==> config.mk <==
export PLATFORM = sky130hd
export DESIGN_NAME = rl_mem_cell_alloc_mp
export DESIGN_NICKNAME = d
export VERILOG_FILES = /design/src/rtl/rl_mem_cell_alloc_mp.sv
export SDC_FILE = /design/constraint.sdc
export NUM_CORES = 1
export LEC_CHECK = 0
export BUFFER_PORTS_ARGS = -buffer_cell sky130_fd_sc_hd__buf_4
export CAP_MARGIN = 20
export CORE_MARGIN = 4
export CORE_UTILIZATION = 30
export DETAILED_ROUTE_END_ITERATION = 6
export PLACE_DENSITY_LB_ADDON = 0.3
export SLEW_MARGIN = 20
export SYNTH_ARGS = -nofsm -noshare
export SYNTH_HDL_FRONTEND = slang
export SYNTH_SLANG_ARGS = --single-unit
==> constraint.sdc <==
create_clock -name clk -period 5.3 [get_ports clk]
set_clock_uncertainty 0.1 [all_clocks]
set_input_delay 0.53 -clock clk [delete_from_list [all_inputs] [get_ports clk]]
set_output_delay 0.53 -clock clk [all_outputs]
set_load 0.01 [all_outputs]
==> src/rtl/rl_mem_cell_alloc_mp.sv <==
// Free-list cell allocator: one alloc port, NUM_FREE_PORTS round-robin release ports.
// Optional double-free detection when RL_MEM_ALLOC_DBLFREE_CHK_EN is defined.
module rl_mem_cell_alloc_mp #(
  parameter int unsigned CELL_NUM       = 64,
  parameter int unsigned CELL_ID_WIDTH  = $clog2(CELL_NUM),
  parameter int unsigned CNT_WIDTH      = $clog2(CELL_NUM + 1),
  parameter int unsigned NUM_FREE_PORTS = 2,
  parameter int unsigned INTENSE_THRESH = 3
) (
  input  logic                                    clk,
  input  logic                                    rst,
  input  logic                                    alloc_req_valid_i,
  output logic                                    alloc_req_ready_o,
  output logic                                    alloc_resp_valid_o,
  output logic                                    alloc_resp_ok_o,
  output logic [CELL_ID_WIDTH-1:0]                alloc_resp_cell_id_o,
  input  logic [NUM_FREE_PORTS-1:0]               free_valid_i,
  output logic [NUM_FREE_PORTS-1:0]               free_ready_o,
  input  logic [NUM_FREE_PORTS*CELL_ID_WIDTH-1:0] free_cell_id_i,
  output logic [CNT_WIDTH-1:0]                    free_count_o,
  output logic                                    alloc_intense_o,
  output logic                                    init_done_o,
  output logic                                    dbl_free_err_o
);

  localparam int unsigned PORT_W = (NUM_FREE_PORTS > 1) ? $clog2(NUM_FREE_PORTS) : 1;

  typedef enum logic {ST_INIT, ST_RUN} state_e;

  state_e                   state_q, state_d;
  logic [CELL_ID_WIDTH-1:0] rd_ptr_q, rd_ptr_d, wr_ptr_q, wr_ptr_d, init_idx_q, init_idx_d;
  logic [CNT_WIDTH-1:0]     count_q, count_d;
  logic [PORT_W-1:0]        prio_q, prio_d;
  logic                     ready_q, ready_d, resp_valid_q, resp_valid_d;
  logic                     resp_ok_q, resp_ok_d, init_done_q, init_done_d, dbl_q, dbl_d;
  logic [CELL_ID_WIDTH-1:0] resp_id_q, resp_id_d;
  logic [CELL_ID_WIDTH-1:0] ram_q [CELL_NUM];
  logic                     ram_we;
  logic [CELL_ID_WIDTH-1:0] ram_wdata;
  logic                     grant_vld, push, pop;
  logic [PORT_W-1:0]        grant_idx;
  logic [CELL_ID_WIDTH-1:0] grant_cell;
  int unsigned              arb_idx;

  function automatic logic [CELL_ID_WIDTH-1:0] ptr_inc(input logic [CELL_ID_WIDTH-1:0] p);
    return (p == CELL_ID_WIDTH'(CELL_NUM - 1)) ? '0 : p + 1'b1;
  endfunction

  // Round-robin grant starting at prio_q; no grant during INIT or when the list is full.
  always_comb begin
    grant_vld = 1'b0;
    grant_idx = '0;
    arb_idx   = 0;
    for (int unsigned i = 0; i < NUM_FREE_PORTS; i++) begin
      arb_idx = (int'(prio_q) + i) % NUM_FREE_PORTS;
      if (!grant_vld && free_valid_i[PORT_W'(arb_idx)]) begin
        grant_vld = 1'b1;
        grant_idx = PORT_W'(arb_idx);
      end
    end
    if (state_q != ST_RUN || count_q == CNT_WIDTH'(CELL_NUM)) grant_vld = 1'b0;
    free_ready_o = '0;
    if (grant_vld) free_ready_o[grant_idx] = 1'b1;
    grant_cell = free_cell_id_i[grant_idx*CELL_ID_WIDTH +: CELL_ID_WIDTH];
  end

`ifdef RL_MEM_ALLOC_DBLFREE_CHK_EN
  logic [CELL_NUM-1:0] alloc_map_q, alloc_map_d;

  // A free is enqueued only if the cell is currently marked allocated.
  always_comb begin
    push        = grant_vld && alloc_map_q[grant_cell];
    dbl_d       = grant_vld && !alloc_map_q[grant_cell];
    alloc_map_d = alloc_map_q;
    if (state_q == ST_INIT) begin
      alloc_map_d = '0;
    end else begin
      if (pop) alloc_map_d[ram_q[rd_ptr_q]] = 1'b1;
      if (push) alloc_map_d[grant_cell] = 1'b0;
    end
  end

  always_ff @(posedge clk) begin
    if (rst) alloc_map_q <= '0;
    else     alloc_map_q <= alloc_map_d;
  end
`else
  always_comb begin
    push  = grant_vld;
    dbl_d = 1'b0;
  end
`endif

  // Next-state: INIT fills the list with 0..CELL_NUM-1, RUN serves alloc and free.
  always_comb begin
    state_d      = state_q;
    rd_ptr_d     = rd_ptr_q;
    wr_ptr_d     = wr_ptr_q;
    init_idx_d   = init_idx_q;
    count_d      = count_q;
    prio_d       = prio_q;
    ready_d      = ready_q;
    resp_valid_d = 1'b0;
    resp_ok_d    = resp_ok_q;
    resp_id_d    = resp_id_q;
    init_done_d  = init_done_q;
    ram_we       = 1'b0;
    ram_wdata    = grant_cell;
    pop          = 1'b0;
    case (state_q)
      ST_INIT: begin
        ram_we     = 1'b1;
        ram_wdata  = init_idx_q;
        wr_ptr_d   = ptr_inc(wr_ptr_q);
        count_d    = count_q + 1'b1;
        init_idx_d = init_idx_q + 1'b1;
        if (init_idx_q == CELL_ID_WIDTH'(CELL_NUM - 1)) begin
          state_d     = ST_RUN;
          ready_d     = 1'b1;
          init_done_d = 1'b1;
        end
      end
      ST_RUN: begin
        if (alloc_req_valid_i && ready_q) begin
          resp_valid_d = 1'b1;
          resp_ok_d    = (count_q != '0);
          if (count_q != '0) begin
            pop       = 1'b1;
            resp_id_d = ram_q[rd_ptr_q];
            rd_ptr_d  = ptr_inc(rd_ptr_q);
          end
        end
        if (grant_vld)
          prio_d = (grant_idx == PORT_W'(NUM_FREE_PORTS - 1)) ? '0 : grant_idx + 1'b1;
        if (push) begin
          ram_we   = 1'b1;
          wr_ptr_d = ptr_inc(wr_ptr_q);
        end
        count_d = count_q + CNT_WIDTH'(push) - CNT_WIDTH'(pop);
      end
      default: state_d = ST_INIT;
    endcase
  end

  always_ff @(posedge clk) begin
    if (rst) begin
      state_q      <= ST_INIT;
      rd_ptr_q     <= '0;
      wr_ptr_q     <= '0;
      init_idx_q   <= '0;
      count_q      <= '0;
      prio_q       <= '0;
      ready_q      <= 1'b0;
      resp_valid_q <= 1'b0;
      resp_ok_q    <= 1'b0;
      resp_id_q    <= '0;
      init_done_q  <= 1'b0;
      dbl_q        <= 1'b0;
    end else begin
      state_q      <= state_d;
      rd_ptr_q     <= rd_ptr_d;
      wr_ptr_q     <= wr_ptr_d;
      init_idx_q   <= init_idx_d;
      count_q      <= count_d;
      prio_q       <= prio_d;
      ready_q      <= ready_d;
      resp_valid_q <= resp_valid_d;
      resp_ok_q    <= resp_ok_d;
      resp_id_q    <= resp_id_d;
      init_done_q  <= init_done_d;
      dbl_q        <= dbl_d;
    end
  end

  // List storage needs no reset; INIT rewrites every entry.
  always_ff @(posedge clk) begin
    if (!rst && ram_we) ram_q[wr_ptr_q] <= ram_wdata;
  end

  assign alloc_req_ready_o    = ready_q;
  assign alloc_resp_valid_o   = resp_valid_q;
  assign alloc_resp_ok_o      = resp_ok_q;
  assign alloc_resp_cell_id_o = resp_id_q;
  assign free_count_o         = count_q;
  assign alloc_intense_o      = (count_q <= CNT_WIDTH'(INTENSE_THRESH));
  assign init_done_o          = init_done_q;
  assign dbl_free_err_o       = dbl_q;

endmodule

==> results of run 1 <==
[Yosys cell counts (all sizes together), types with 2 or more instances]
master | count | area share [%]
a211oi | 17 | 0.77
a21boi | 5 | 0.22
a21o | 2 | 0.087
a21oi | 24 | 0.69
a22o | 2 | 0.10
a22oi | 22 | 0.95
a41oi | 5 | 0.25
and2 | 2 | 0.072
and3 | 3 | 0.11
and4 | 2 | 0.10
buf | 43 | 2.2
clkbuf | 12 | 0.30
dfxtp | 36 | 4.2
edfxtp | 384 | 67
ha | 20 | 1.4
inv | 11 | 0.24
mux2i | 76 | 4.4
mux4 | 72 | 9.6
nand2 | 40 | 0.87
nand2b | 2 | 0.072
nand3 | 17 | 0.49
nand3b | 9 | 0.39
nand4 | 5 | 0.18
nor2 | 110 | 2.4
nor2b | 14 | 0.55
nor3 | 2 | 0.058
o211ai | 6 | 0.26
o21ai | 16 | 0.48
o21bai | 4 | 0.17
o22ai | 5 | 0.18
or3b | 2 | 0.10
xnor2 | 10 | 0.51
xor2 | 14 | 0.71
[metal layers]
metal | wire, um | track usage (%)
met1 | 17860 | 17.82
met2 | 17660 | 19.48
met3 | 2190 | 2.400
met5 | 0 | 0
met4 | 910 | 4.158
[where the power goes]
part / internal (uW) / leakage, uW / switching [uW]
Combinational: 60.7 / 0.00158 / 117
Sequential: 3620 / 0.00384 / 12.2
Clock: 1930 / 0.000758 / 1290
[layout make-up]
cell class / count / share of cell area, %
flip-flops and latches: 420 / 61.76
clock inverters: 31 / 1.802
multi-input cells: 515 / 23.49
clock buffers: 51 / 5.886
well taps: 756 / 4.765
repair buffers: 51 / 2.092
inverters: 11 / 0.2080
[stage by stage]
stage / std cells / setup WS [ns] / hold slack [ns] / utilization, %
floorplan: 1001 / 1.650 / 0.3854 / -
global placement: 1752 / 1.904 / 0.3716 / 32.20
detailed placement: 1752 / 1.850 / 0.3730 / 32.20
CTS: 1834 / 1.809 / 0.1225 / 34.89
global route: 1835 / 1.513 / 0.1866 / 34.94
finish: 1835 / 1.785 / 0.1598 / 34.94
[cell families (layout without fill, tap and decap cells)]
logic type,count (synthesis),count (layout)
multiplexers,148,148
buffers and inverters,66,144
other,1,1
AO/OA/AOI/OAI,111,111
adder cells (fa/ha/maj),21,21
AND/OR/NAND/NOR,210,210
XOR/XNOR,24,24
flip-flops,420,420
[sequential cells by signal, summed over array words and instances, names as in the netlist]
signal                cells
alloc_resp_cell_id_o      6
alloc_resp_valid_o        1
wr_ptr_q                  6
state_q                   1
rd_ptr_q                  6
prio_q                    1
free_count_o              7
init_done_o               1
init_idx_q                6
alloc_resp_ok_o           1
ram_q                   384
[critical path: cells and delay by family, from the launching register on]
family / cells / cell delay [ns]
AO/OA/AOI/OAI: 1 / 0.42
adder cells (fa/ha/maj): 1 / 0.24
buffers and inverters: 1 / 0.13
flip-flops: 1 / 0.45
AND/OR/NAND/NOR: 4 / 1.79
[how the worst min path moves through the flow]
stage	startpoint	to	slack, ns	cells past startpoint
2_1_floorplan	prio_q	prio_q	0.39	2
3_3_place_gp	alloc_resp_cell_id_o[1]	alloc_resp_cell_id_o[1]	0.37	2
3_5_place_dp	alloc_resp_cell_id_o[1]	alloc_resp_cell_id_o[1]	0.37	2
4_1_cts	alloc_req_valid_i	alloc_resp_valid_o	0.12	3
5_1_grt	alloc_req_valid_i	alloc_resp_valid_o	0.19	3
6_report	alloc_req_valid_i	alloc_resp_valid_o	0.16	3
==> Implementation_results.wiki, run 1 <==
{| class="wikitable"
! Metric !! Value
|-
| I/O Buffers || 36
|-
| Total of cells resized after clock tree synthesis || 0
|-
| Total CTS buffers || 44
|-
| Post-synthesis instance area || 0.01733 mm2
|-
| Vias/cell || 4.828
|-
| Count of inserted antenna diode cells || 0
|-
| Final count of pins violating max slew || 0
|-
| Wire length of the first global-routing pass || 58000 um
|-
| Measured slew at the worst slew-check pin || 1.019 ns
|-
| Main synth FF type || edfxtp_1
|-
| Worst EP required || 5.40 ns
|-
| Fillers || 5357
|-
| Num rows || 87
|-
| Setup repair after global routing missed its margin || no
|-
| Endpoint of the lowest-slack register-to-register path || ram_q[26][1]
|-
| Final hold violation count || 0
|-
| Hold Crit Class || primary input to flop
|-
| Critical path peak fanout || 9
|-
| Die Y-Extent || 248.3 um
|-
| Leading cell type in the layout, fill and taps excluded || edfxtp_1
|-
| Total power consumption of the routed design || 7032 uW
|-
| CP endpoint kind || flop
|-
| Adder and majority gate portion of the synthesized area || 1.560%
|-
| Cell chain of the critical path || inv_1 -> ha_1 -> and4_1 -> o21ai_2 -> nor2b_1 -> nand3_1 -> nor2_1
|-
| Global route overflow || 0
|-
| TritonCTS clock tree || done
|-
| Vias in the first global route || 9035
|-
| Fraction of the cycle the final worst path needs || 66.31%
|-
| Die ar. || 0.06167 mm2
|-
| Setup violation total in the final timing report || 0
|-
| Static Leakage || 0.006169 uW
|-
| Routability-driven placement congestion ratio || 0.8020
|-
| Compound-gate portion of the synthesized area || 4.318%
|-
| Overall global routing resource usage || 12.54%
|-
| Worst setup path start || free_count_o[4]
|-
| Worst reg2reg startpoint || free_count_o[4]
|-
| Clk slew on worst S/H paths || 0.06 ns
|-
| Combinational family with the most area after synthesis || multiplexers
|-
| Post-CTS repair timing setup buffer count || 0
|-
| Number of design-rule violations left by the first detailed-router iteration || 622
|-
| Starting density of the core || 30.50%
|-
| Core footprint || 0.05682 mm2
|-
| Synthesized net count || 1039
|-
| Slowest CP cell || nor2_1
|-
| Multiplexer fraction of the synthesized cell area || 13.96%
|-
| Mapped Avg Cell Area || 17.31 um2
|-
| Number of enable flip-flop cells after synthesis || 384
|-
| Residual antenna-violating net count after detailed routing || 0
|-
| Post-synthesis share of cell area spent on xor and xnor gates || 1.213%
|-
| Area delta synth->final || 14.56%
|-
| Final critical-path required period || 3.515 ns
|-
| Cell at the root of the clock tree || clkbuf_16
|-
| Maximum ir drop on the vdd rail || 0.1949 mV
|-
| Startpoint type of the worst setup path || flop
|-
| Number of different library cells in the post-synthesis netlist || 51
|-
| Post-synthesis async set-or-reset flop share || 0%
|-
| Layout cell share with drive strength beyond 1 || 18.35%
|-
| Initial antenna violation count || 0
|-
| Largest net degree at the start of global routing || 71
|-
| Number of max-capacitance violations reported || 0
|-
| Status || complete, no violations
|-
| Post-detailed-route wirelength per cell || 21.05 um
|-
| Max H-tree Level || 2
|-
| CP Data Arrival Time || 3.61 ns
|-
| Sequential element share of the synthesized area || 70.70%
|-
| Largest stage delay on the critical path || 0.68 ns
|-
| Count of cells along the worst register-to-register path || 7
|-
| Slew HR || 32.04%
|-
| Latest clock arrival within the worst-skew pair || 0.59 ns
|-
| Ratio of total power to cell area || 354.2 mW/mm2
|-
| Sequential cell area || 0.01226 mm2
|-
| Number of clock sinks seen by CTS || 420
|-
| Setup slack of the most critical reg-to-reg path || 1.79 ns
|-
| Sum of negative setup slack || 0 ns
|-
| Fmax achieved || 284.5 MHz
|-
| Maximum number of buffers from clock root to sink || 3
|-
| Hold bufs inserted after CTS || 0
|-
| Synthesis Warnings || 0
|-
| Area taken by multi-input logic gates || 0.004663 mm2
|-
| Total Wirelength || 38620 um
|-
| Pre-Repair DR Iteration Count || 5
|-
| Worst setup endpoint || ram_q[26][1]
|-
| Number of I/O pins || 38
|-
| Final standard cell area without fillers || 0.01985 mm2
|-
| Synthesized netlist cell count || 1001
|-
| # DRC || 0
|-
| Net count of the finished layout || 1081
|-
| Crit path kind || flop to flop
|-
| Flip-flop and latch count after synthesis || 420
|-
| Standard cell area after detailed placement || 0.01830 mm2
|-
| Highest-count cells in the layout ignoring fill and taps || edfxtp_1, nor2_1, mux2i_1
|-
| Via total after detailed routing || 8860
|-
| Sum of net half-perimeters after detailed placement || 24180 um
|-
| Simple-gate share of the synthesized area || 5.444%
|-
| Die Span X || 248.3 um
|}
Power figures use the tool's default switching activity.
==> run 2, diff against run 1 <==
==> constraint.sdc (replaced) <==
create_clock -name clk -period 3.43 [get_ports clk]
set_clock_uncertainty 0.1 [all_clocks]
set_input_delay 0.343 -clock clk [delete_from_list [all_inputs] [get_ports clk]]
set_output_delay 0.343 -clock clk [all_outputs]
set_load 0.01 [all_outputs]
==> run 2 against run 1 <==
Count of clock-buffer cells in the layout increased by 14. Routed wire length decreased by 0.74%. First-iteration DRC count increased by 14%. Fmax increased by 11%. Largest power group unchanged.
==> Implementation_results.wiki, run 2 (synthesis gave the netlist of run 1 again) <==
{| class="wikitable"
! Metric !! Value
|-
| Status || complete, no violations (unchanged)
|-
| # DRC || 0 (unchanged)
|-
| Count of inserted antenna diode cells || 0 (unchanged)
|-
| Instance count on the critical path || 15 (was 7)
|-
| Startpoint type of the worst setup path || flop (unchanged)
|-
| Total CTS buffers || 47 (was 44)
|-
| Final count of pins violating max slew || 0 (unchanged)
|-
| Fmax achieved || 316.4 MHz (was 284.5 MHz)
|-
| Worst reg2reg startpoint || free_count_o[5] (was free_count_o[4])
|-
| Largest delay contributor family on the critical path || adder cells (was simple AND/OR/NAND/NOR gates)
|-
| CP endpoint kind || flop (unchanged)
|-
| Highest-count cells in the layout ignoring fill and taps || edfxtp_1, buf_4, nor2_1 (was edfxtp_1, nor2_1, mux2i_1)
|-
| Setup WS post-layout || 0.2696 ns (was 1.785 ns)
|-
| Vias/cell || 4.742 (was 4.828)
|-
| Number of design-rule violations left by the first detailed-router iteration || 706 (was 622)
|-
| Endpoint of the lowest-slack register-to-register path || free_count_o[6] (was ram_q[26][1])
|-
| Via total after detailed routing || 9096 (was 8860)
|-
| Cell count after placement || 1830 (was 1752)
|-
| Crit path kind || flop to flop (unchanged)
|-
| Die Span X || 248.3 um (unchanged)
|-
| Leading cell type in the layout, fill and taps excluded || edfxtp_1 (unchanged)
|-
| Largest stage delay on the critical path || 0.40 ns (was 0.68 ns)
|-
| Total Wirelength || 38340 um (was 38620 um)
|-
| TritonCTS clock tree || done (unchanged)
|-
| Fraction of the cycle the final worst path needs || 92.14% (was 66.31%)
|-
| Filler-free cell count of the finished design || 1918 (was 1835)
|-
| Wire length of the first global-routing pass || 57970 um (was 58000 um)
|-
| Number of max-capacitance violations reported || 0 (unchanged)
|-
| Pre-Repair DR Iteration Count || 5 (unchanged)
|-
| Critical path buffer and inverter count || 2 (was 1)
|-
| Final critical-path required period || 3.160 ns (was 3.515 ns)
|-
| Vias in the first global route || 9324 (was 9035)
|-
| Overall global routing resource usage || 12.43% (was 12.54%)
|-
| Setup repair after global routing missed its margin || no (unchanged)
|-
| Area delta synth->final || 17.80% (was 14.56%)
|-
| Residual antenna-violating net count after detailed routing || 0 (unchanged)
|-
| Final hold violation count || 0 (unchanged)
|-
| Slew HR || 39.96% (was 32.04%)
|-
| Die ar. || 0.06167 mm2 (unchanged)
|-
| Post-placement worst setup slack || 0.2207 ns (was 1.850 ns)
|-
| Top cell by count, worst path || ha_1
|-
| Layout Utilization || 35.93% (was 34.94%)
|-
| Number of I/O pins || 38 (unchanged)
|-
| Hold Crit Class || primary input to flop (unchanged)
|-
| Critical path peak fanout || 4 (was 9)
|-
| Global route overflow || 0 (unchanged)
|-
| Post-detailed-route wirelength per cell || 19.99 um (was 21.05 um)
|-
| Num rows || 87 (unchanged)
|-
| Worst setup endpoint || free_count_o[6] (was ram_q[26][1])
|-
| Slowest CP cell || fa_1 (was nor2_1)
|-
| CP Data Arrival Time || 3.53 ns (was 3.61 ns)
|-
| Worst setup path start || free_count_o[5] (was free_count_o[4])
|-
| Die Y-Extent || 248.3 um (unchanged)
|-
| Clk slew on worst S/H paths || 0.06 ns (about the same)
|-
| Routability-driven placement congestion ratio || 0.7832 (was 0.8020)
|-
| Cell at the root of the clock tree || clkbuf_16 (unchanged)
|-
| Maximum number of buffers from clock root to sink || 3 (unchanged)
|-
| Static Leakage || 0.006555 uW (was 0.006169 uW)
|-
| Total power consumption of the routed design || 10680 uW (was 7032 uW)
|-
| Number of clock sinks seen by CTS || 420 (unchanged)
|-
| Max H-tree Level || 2 (unchanged)
|-
| Initial antenna violation count || 0 (unchanged)
|-
| Layout cell share with drive strength beyond 1 || 23.49% (was 18.35%)
|-
| Largest net degree at the start of global routing || 65 (was 71)
|-
| Measured slew at the worst slew-check pin || 0.8986 ns (was 1.019 ns)
|-
| Setup violation total in the final timing report || 0 (unchanged)
|-
| Max reg flops || 384 (unchanged)
|-
| Maximum ir drop on the vdd rail || 0.3044 mV (was 0.1949 mV)
|-
| Net count of the finished layout || 1162 (was 1081)
|-
| I/O Buffers || 36 (unchanged)
|-
| Latest clock arrival within the worst-skew pair || 0.57 ns (was 0.59 ns)
|-
| Ratio of total power to cell area || 523.3 mW/mm2 (was 354.2 mW/mm2)
|-
| Count of cells along the worst register-to-register path || 15 (was 7)
|-
| Core footprint || 0.05682 mm2 (unchanged)
|-
| Register bank with the most flops || ram_q (unchanged)
|-
| Sum of negative setup slack || 0 ns (unchanged)
|-
| Worst EP required || 3.80 ns (was 5.40 ns)
|-
| Post-CTS repair timing setup buffer count || 0 (unchanged)
|-
| Starting density of the core || 30.50% (unchanged)
|-
| Sum of net half-perimeters after detailed placement || 24300 um (was 24180 um)
|-
| Cell chain of the critical path || inv_1 -> ha_1 -> and4_1 -> nor2_2 -> nand2_1 -> ha_1 -> inv_1 -> ha_1 -> fa_1 -> a21oi_1 -> o21bai_1 -> a21oi_1 -> o21bai_1 -> xor2_1 -> a211oi_1 (was inv_1 -> ha_1 -> and4_1 -> o21ai_2 -> nor2b_1 -> nand3_1 -> nor2_1)
|-
| Setup slack of the most critical reg-to-reg path || 0.27 ns (was 1.79 ns)
|}
[run 2: cell type report]
class                   instances  area (um2)
inverters                      11       41.29
clock inverters                22       165.2
well taps                     756       945.9
flip-flops and latches        420       12260
clock buffers                  65        1325
multi-input cells             515        4666
fillers                      5357       36410
repair buffers                129        1008
[run 2: routing by layer]
metal  track usage [%]  wire (um)
met5                 0          0
met2             18.87      17090
met3             3.154       2331
met4             4.702       1166
met1             17.28      17750
[run 2: where the power goes]
group | leakage, uW | internal (uW) | switching [uW]
Combinational | 0.00199 | 94.7 | 182
Sequential | 0.00384 | 5600 | 15.8
Clock | 0.000731 | 2840 | 1950
[run 2: metrics by stage]
stage               hold WS [ns]  area (um2)
floorplan                 0.3854       17350
global placement          0.3733       18910
detailed placement        0.3706       18910
CTS                      0.04920       20410
global route             0.09446       20410
finish                   0.09231       20410
[run 2: worst min-delay path by stage]
stage                     cells past startpoint  slack, ns                       to                     from
after floorplan                               2       0.39                   prio_q                   prio_q
after global placement                        2       0.37  alloc_resp_cell_id_o[5]  alloc_resp_cell_id_o[5]
after detailed placement                      2       0.37  alloc_resp_cell_id_o[3]  alloc_resp_cell_id_o[3]
after CTS                                     2       0.05              rd_ptr_q[2]                      rst
after global routing                          2       0.09            init_idx_q[5]                      rst
final                                         2       0.09              wr_ptr_q[0]                      rst
[run 2: what timing repair did]
action,4_1_cts,5_1_grt
endpoints found under the setup margin,0,1
hold buffers,1,0
resized for setup,0,2
endpoints found under the hold margin,1,0
==> run 3, diff against run 2 <==
--- a/config.mk
+++ b/config.mk
@@ -8,8 +8,9 @@
 export BUFFER_PORTS_ARGS = -buffer_cell sky130_fd_sc_hd__buf_4
 export CAP_MARGIN = 20
 export CORE_MARGIN = 4
-export CORE_UTILIZATION = 30
+export CORE_UTILIZATION = 35
 export DETAILED_ROUTE_END_ITERATION = 6
+export GPL_ROUTABILITY_DRIVEN = 0
 export PLACE_DENSITY_LB_ADDON = 0.3
 export SLEW_MARGIN = 20
 export SYNTH_ARGS = -nofsm -noshare
==> run 3 against run 2 <==
Worst setup slack improved by 0.0086 ns. Utilization rose by 5.6 points. Final cell count fell by 5.6%. Largest power group unchanged. Critical path depth did not move. Highest routed layer unchanged. First-iteration DRC count rose by 4.4%. Largest cell class unchanged.
==> Implementation_results.wiki, run 3 (synthesis gave the netlist of run 1 again) <==
{| class="wikitable"
! Metric !! Value
|-
| Status || complete, no violations (unchanged)
|-
| Worst setup path start || free_count_o[5] (unchanged)
|-
| Slowest CP cell || fa_1 (unchanged)
|-
| Final count of pins violating max slew || 0 (unchanged)
|-
| Highest-count cells in the layout ignoring fill and taps || edfxtp_1, buf_4, nor2_1 (unchanged)
|-
| Vias in the first global route || 9124 (was 9324)
|-
| Final critical-path required period || 3.152 ns (was 3.160 ns)
|-
| Residual antenna-violating net count after detailed routing || 0 (unchanged)
|-
| Critical path peak fanout || 4 (unchanged)
|-
| Core footprint || 0.04895 mm2 (was 0.05682 mm2)
|-
| TritonCTS clock tree || done (unchanged)
|-
| Max reg flops || 384 (unchanged)
|-
| Post-detailed-route wirelength per cell || 20.92 um (was 19.99 um)
|-
| Cell at the root of the clock tree || clkbuf_16 (unchanged)
|-
| Maximum number of buffers from clock root to sink || 3 (unchanged)
|-
| Setup WS post-layout || 0.2782 ns (was 0.2696 ns)
|-
| Setup slack of the most critical reg-to-reg path || 0.28 ns (was 0.27 ns)
|-
| Endpoint of the lowest-slack register-to-register path || free_count_o[6] (unchanged)
|-
| Post-placement worst setup slack || 0.2135 ns (was 0.2207 ns)
|-
| Overall global routing resource usage || 14.15% (was 12.43%)
|-
| CP endpoint kind || flop (unchanged)
|-
| Crit path kind || flop to flop (unchanged)
|-
| Register bank with the most flops || ram_q (unchanged)
|-
| Min-delay src || rst (unchanged)
|-
| Number of design-rule violations left by the first detailed-router iteration || 737 (was 706)
|-
| Setup violation total in the final timing report || 0 (unchanged)
|-
| Total Wirelength || 37890 um (was 38340 um)
|-
| Post-CTS repair timing setup buffer count || 0 (unchanged)
|-
| Total CTS buffers || 44 (was 47)
|-
| Area delta synth->final || 17.21% (was 17.80%)
|-
| Vias/cell || 5.031 (was 4.742)
|-
| Count of cells along the worst register-to-register path || 15 (unchanged)
|-
| Number of max-capacitance violations reported || 0 (unchanged)
|-
| Num rows || 81 (was 87)
|-
| Startpoint type of the worst setup path || flop (unchanged)
|-
| Largest stage delay on the critical path || 0.40 ns (about the same)
|-
| Initial antenna violation count || 0 (unchanged)
|-
| Number of clock sinks seen by CTS || 420 (unchanged)
|-
| Via total after detailed routing || 9111 (was 9096)
|-
| Max H-tree Level || 2 (unchanged)
|-
| Wire length of the first global-routing pass || 57440 um (was 57970 um)
|-
| Sum of negative setup slack || 0 ns (unchanged)
|-
| Maximum ir drop on the vdd rail || 0.3048 mV (was 0.3044 mV)
|-
| Global route overflow || 0 (unchanged)
|-
| Die ar. || 0.05313 mm2 (was 0.06167 mm2)
|-
| Pre-Repair DR Iteration Count || 5 (unchanged)
|-
| Sum of net half-perimeters after detailed placement || 23960 um (was 24300 um)
|-
| CP Data Arrival Time || 3.52 ns (was 3.53 ns)
|-
| # DRC || 0 (unchanged)
|-
| Count of inserted antenna diode cells || 0 (unchanged)
|-
| Ratio of total power to cell area || 533.1 mW/mm2 (was 523.3 mW/mm2)
|-
| Worst Hold End || wr_ptr_q[2] (was wr_ptr_q[0])
|-
| Fraction of the cycle the final worst path needs || 91.89% (was 92.14%)
|-
| Worst EP required || 3.80 ns (about the same)
|-
| Top cell by count, worst path || ha_1 (unchanged)
|-
| Measured slew at the worst slew-check pin || 0.7910 ns (was 0.8986 ns)
|-
| Die Y-Extent || 230.5 um (was 248.3 um)
|-
| Clk slew on worst S/H paths || 0.06 ns (about the same)
|-
| Filler-free cell count of the finished design || 1811 (was 1918)
|-
| Cell count after placement || 1728 (was 1830)
|-
| Hold Crit Class || primary input to flop (unchanged)
|-
| Setup repair after global routing missed its margin || no (unchanged)
|-
| WHS Path Cells || 2 (unchanged)
|-
| Leading cell type in the layout, fill and taps excluded || edfxtp_1 (unchanged)
|-
| Layout cell share with drive strength beyond 1 || 23.10% (was 23.49%)
|-
| Largest net degree at the start of global routing || 65 (unchanged)
|-
| Worst reg2reg startpoint || free_count_o[5] (unchanged)
|-
| Final hold violation count || 0 (unchanged)
|-
| Die Span X || 230.5 um (was 248.3 um)
|-
| Slew HR || 47.15% (was 39.96%)
|-
| Latest clock arrival within the worst-skew pair || 0.56 ns (was 0.57 ns)
|-
| Net count of the finished layout || 1149 (was 1162)
|-
| Starting density of the core || 35.40% (was 30.50%)
|-
| Static Leakage || 0.006523 uW (was 0.006555 uW)
|-
| Fmax achieved || 317.3 MHz (was 316.4 MHz)
|-
| Cell chain of the critical path || inv_1 -> ha_1 -> and4_1 -> nor2_2 -> nand2_1 -> ha_1 -> inv_1 -> ha_1 -> fa_1 -> a21oi_1 -> o21bai_1 -> a21oi_1 -> o21bai_1 -> xor2_1 -> a211oi_1 (unchanged)
|-
| Number of I/O pins || 38 (unchanged)
|-
| I/O Buffers || 36 (unchanged)
|}
==> run 3: cell types whose count changed in the layout (fill, tap and decap cells not counted), sizes merged <==
cell / previous run / this run
bufinv: 2 / 7
buf: 128 / 118
clkinv: 18 / 15
inv: 12 / 11
clkbuf: 65 / 57
clkinvlp: 1 / 3
==> run 3: worst max-delay path by stage <==
| stage | slack [ns] | depth (start not counted) | endpoint |
|---|---|---|---|
| floorplan | 0.36 | 15 | free_count_o[6] |
| global placement | 0.24 | 15 | free_count_o[6] |
| detailed placement | 0.21 | 15 | free_count_o[6] |
| CTS | 0.18 | 15 | free_count_o[6] |
| global route | 0.05 | 15 | free_count_o[6] |
| finish | 0.28 | 15 | free_count_o[6] |
==> run 3: area by class of cell <==
class	count	area (um2)
fill	4342	28640
sequential	420	12260
multi-input combinational	515	4666
clock buffer	57	1202
timing repair buffer	119	996.0
tap	664	830.8
clock inverter	25	312.8
inverter	11	41.29
==> run 3: stage by stage <==
| stage | hold WS, ns | total power [uW] | instance area (um2) | utilization, % |
|---|---|---|---|---|
| after global placement | 0.3792 | 5992 | 18780 | 38.37 |
| final | 0.07861 | 10830 | 20310 | 41.49 |
| after floorplan | 0.3854 | 5873 | 17350 | - |
| after CTS | 0.05778 | 10950 | 20310 | 41.48 |
| after global routing | 0.09158 | 11180 | 20310 | 41.49 |
| after detailed placement | 0.3852 | 5999 | 18780 | 38.37 |
==> run 3: timing repair <==
action,CTS,global route
endpoints found under the hold margin,1,0
hold buffers,1,0
endpoints found under the setup margin,0,1
gates resized for setup,0,3
==> run 3: power by group <==
part	internal, uW	switching, uW
Combinational	100	180
Clock	3010	1930
Sequential	5590	16.1
==> run 3: worst max-delay path: cells and delay by family (launching register included) <==
family / cells / cell delay [ns]
AND/OR/NAND/NOR: 3 / 0.50
flip-flops: 1 / 0.36
AO/OA/AOI/OAI: 5 / 0.72
adder cells (fa/ha/maj): 4 / 1.14
buffers and inverters: 2 / 0.13
XOR/XNOR: 1 / 0.14
==> run 3: metal layers <==
metal / wire, um / global-route usage, % / up-vias
li1: - / - / 4141
met1: 17450 / 20.30 / 4668
met2: 17670 / 22.05 / 248
met3: 1843 / 2.369 / 54
met4: 927 / 4.764 / 0
met5: 0 / 0 / -
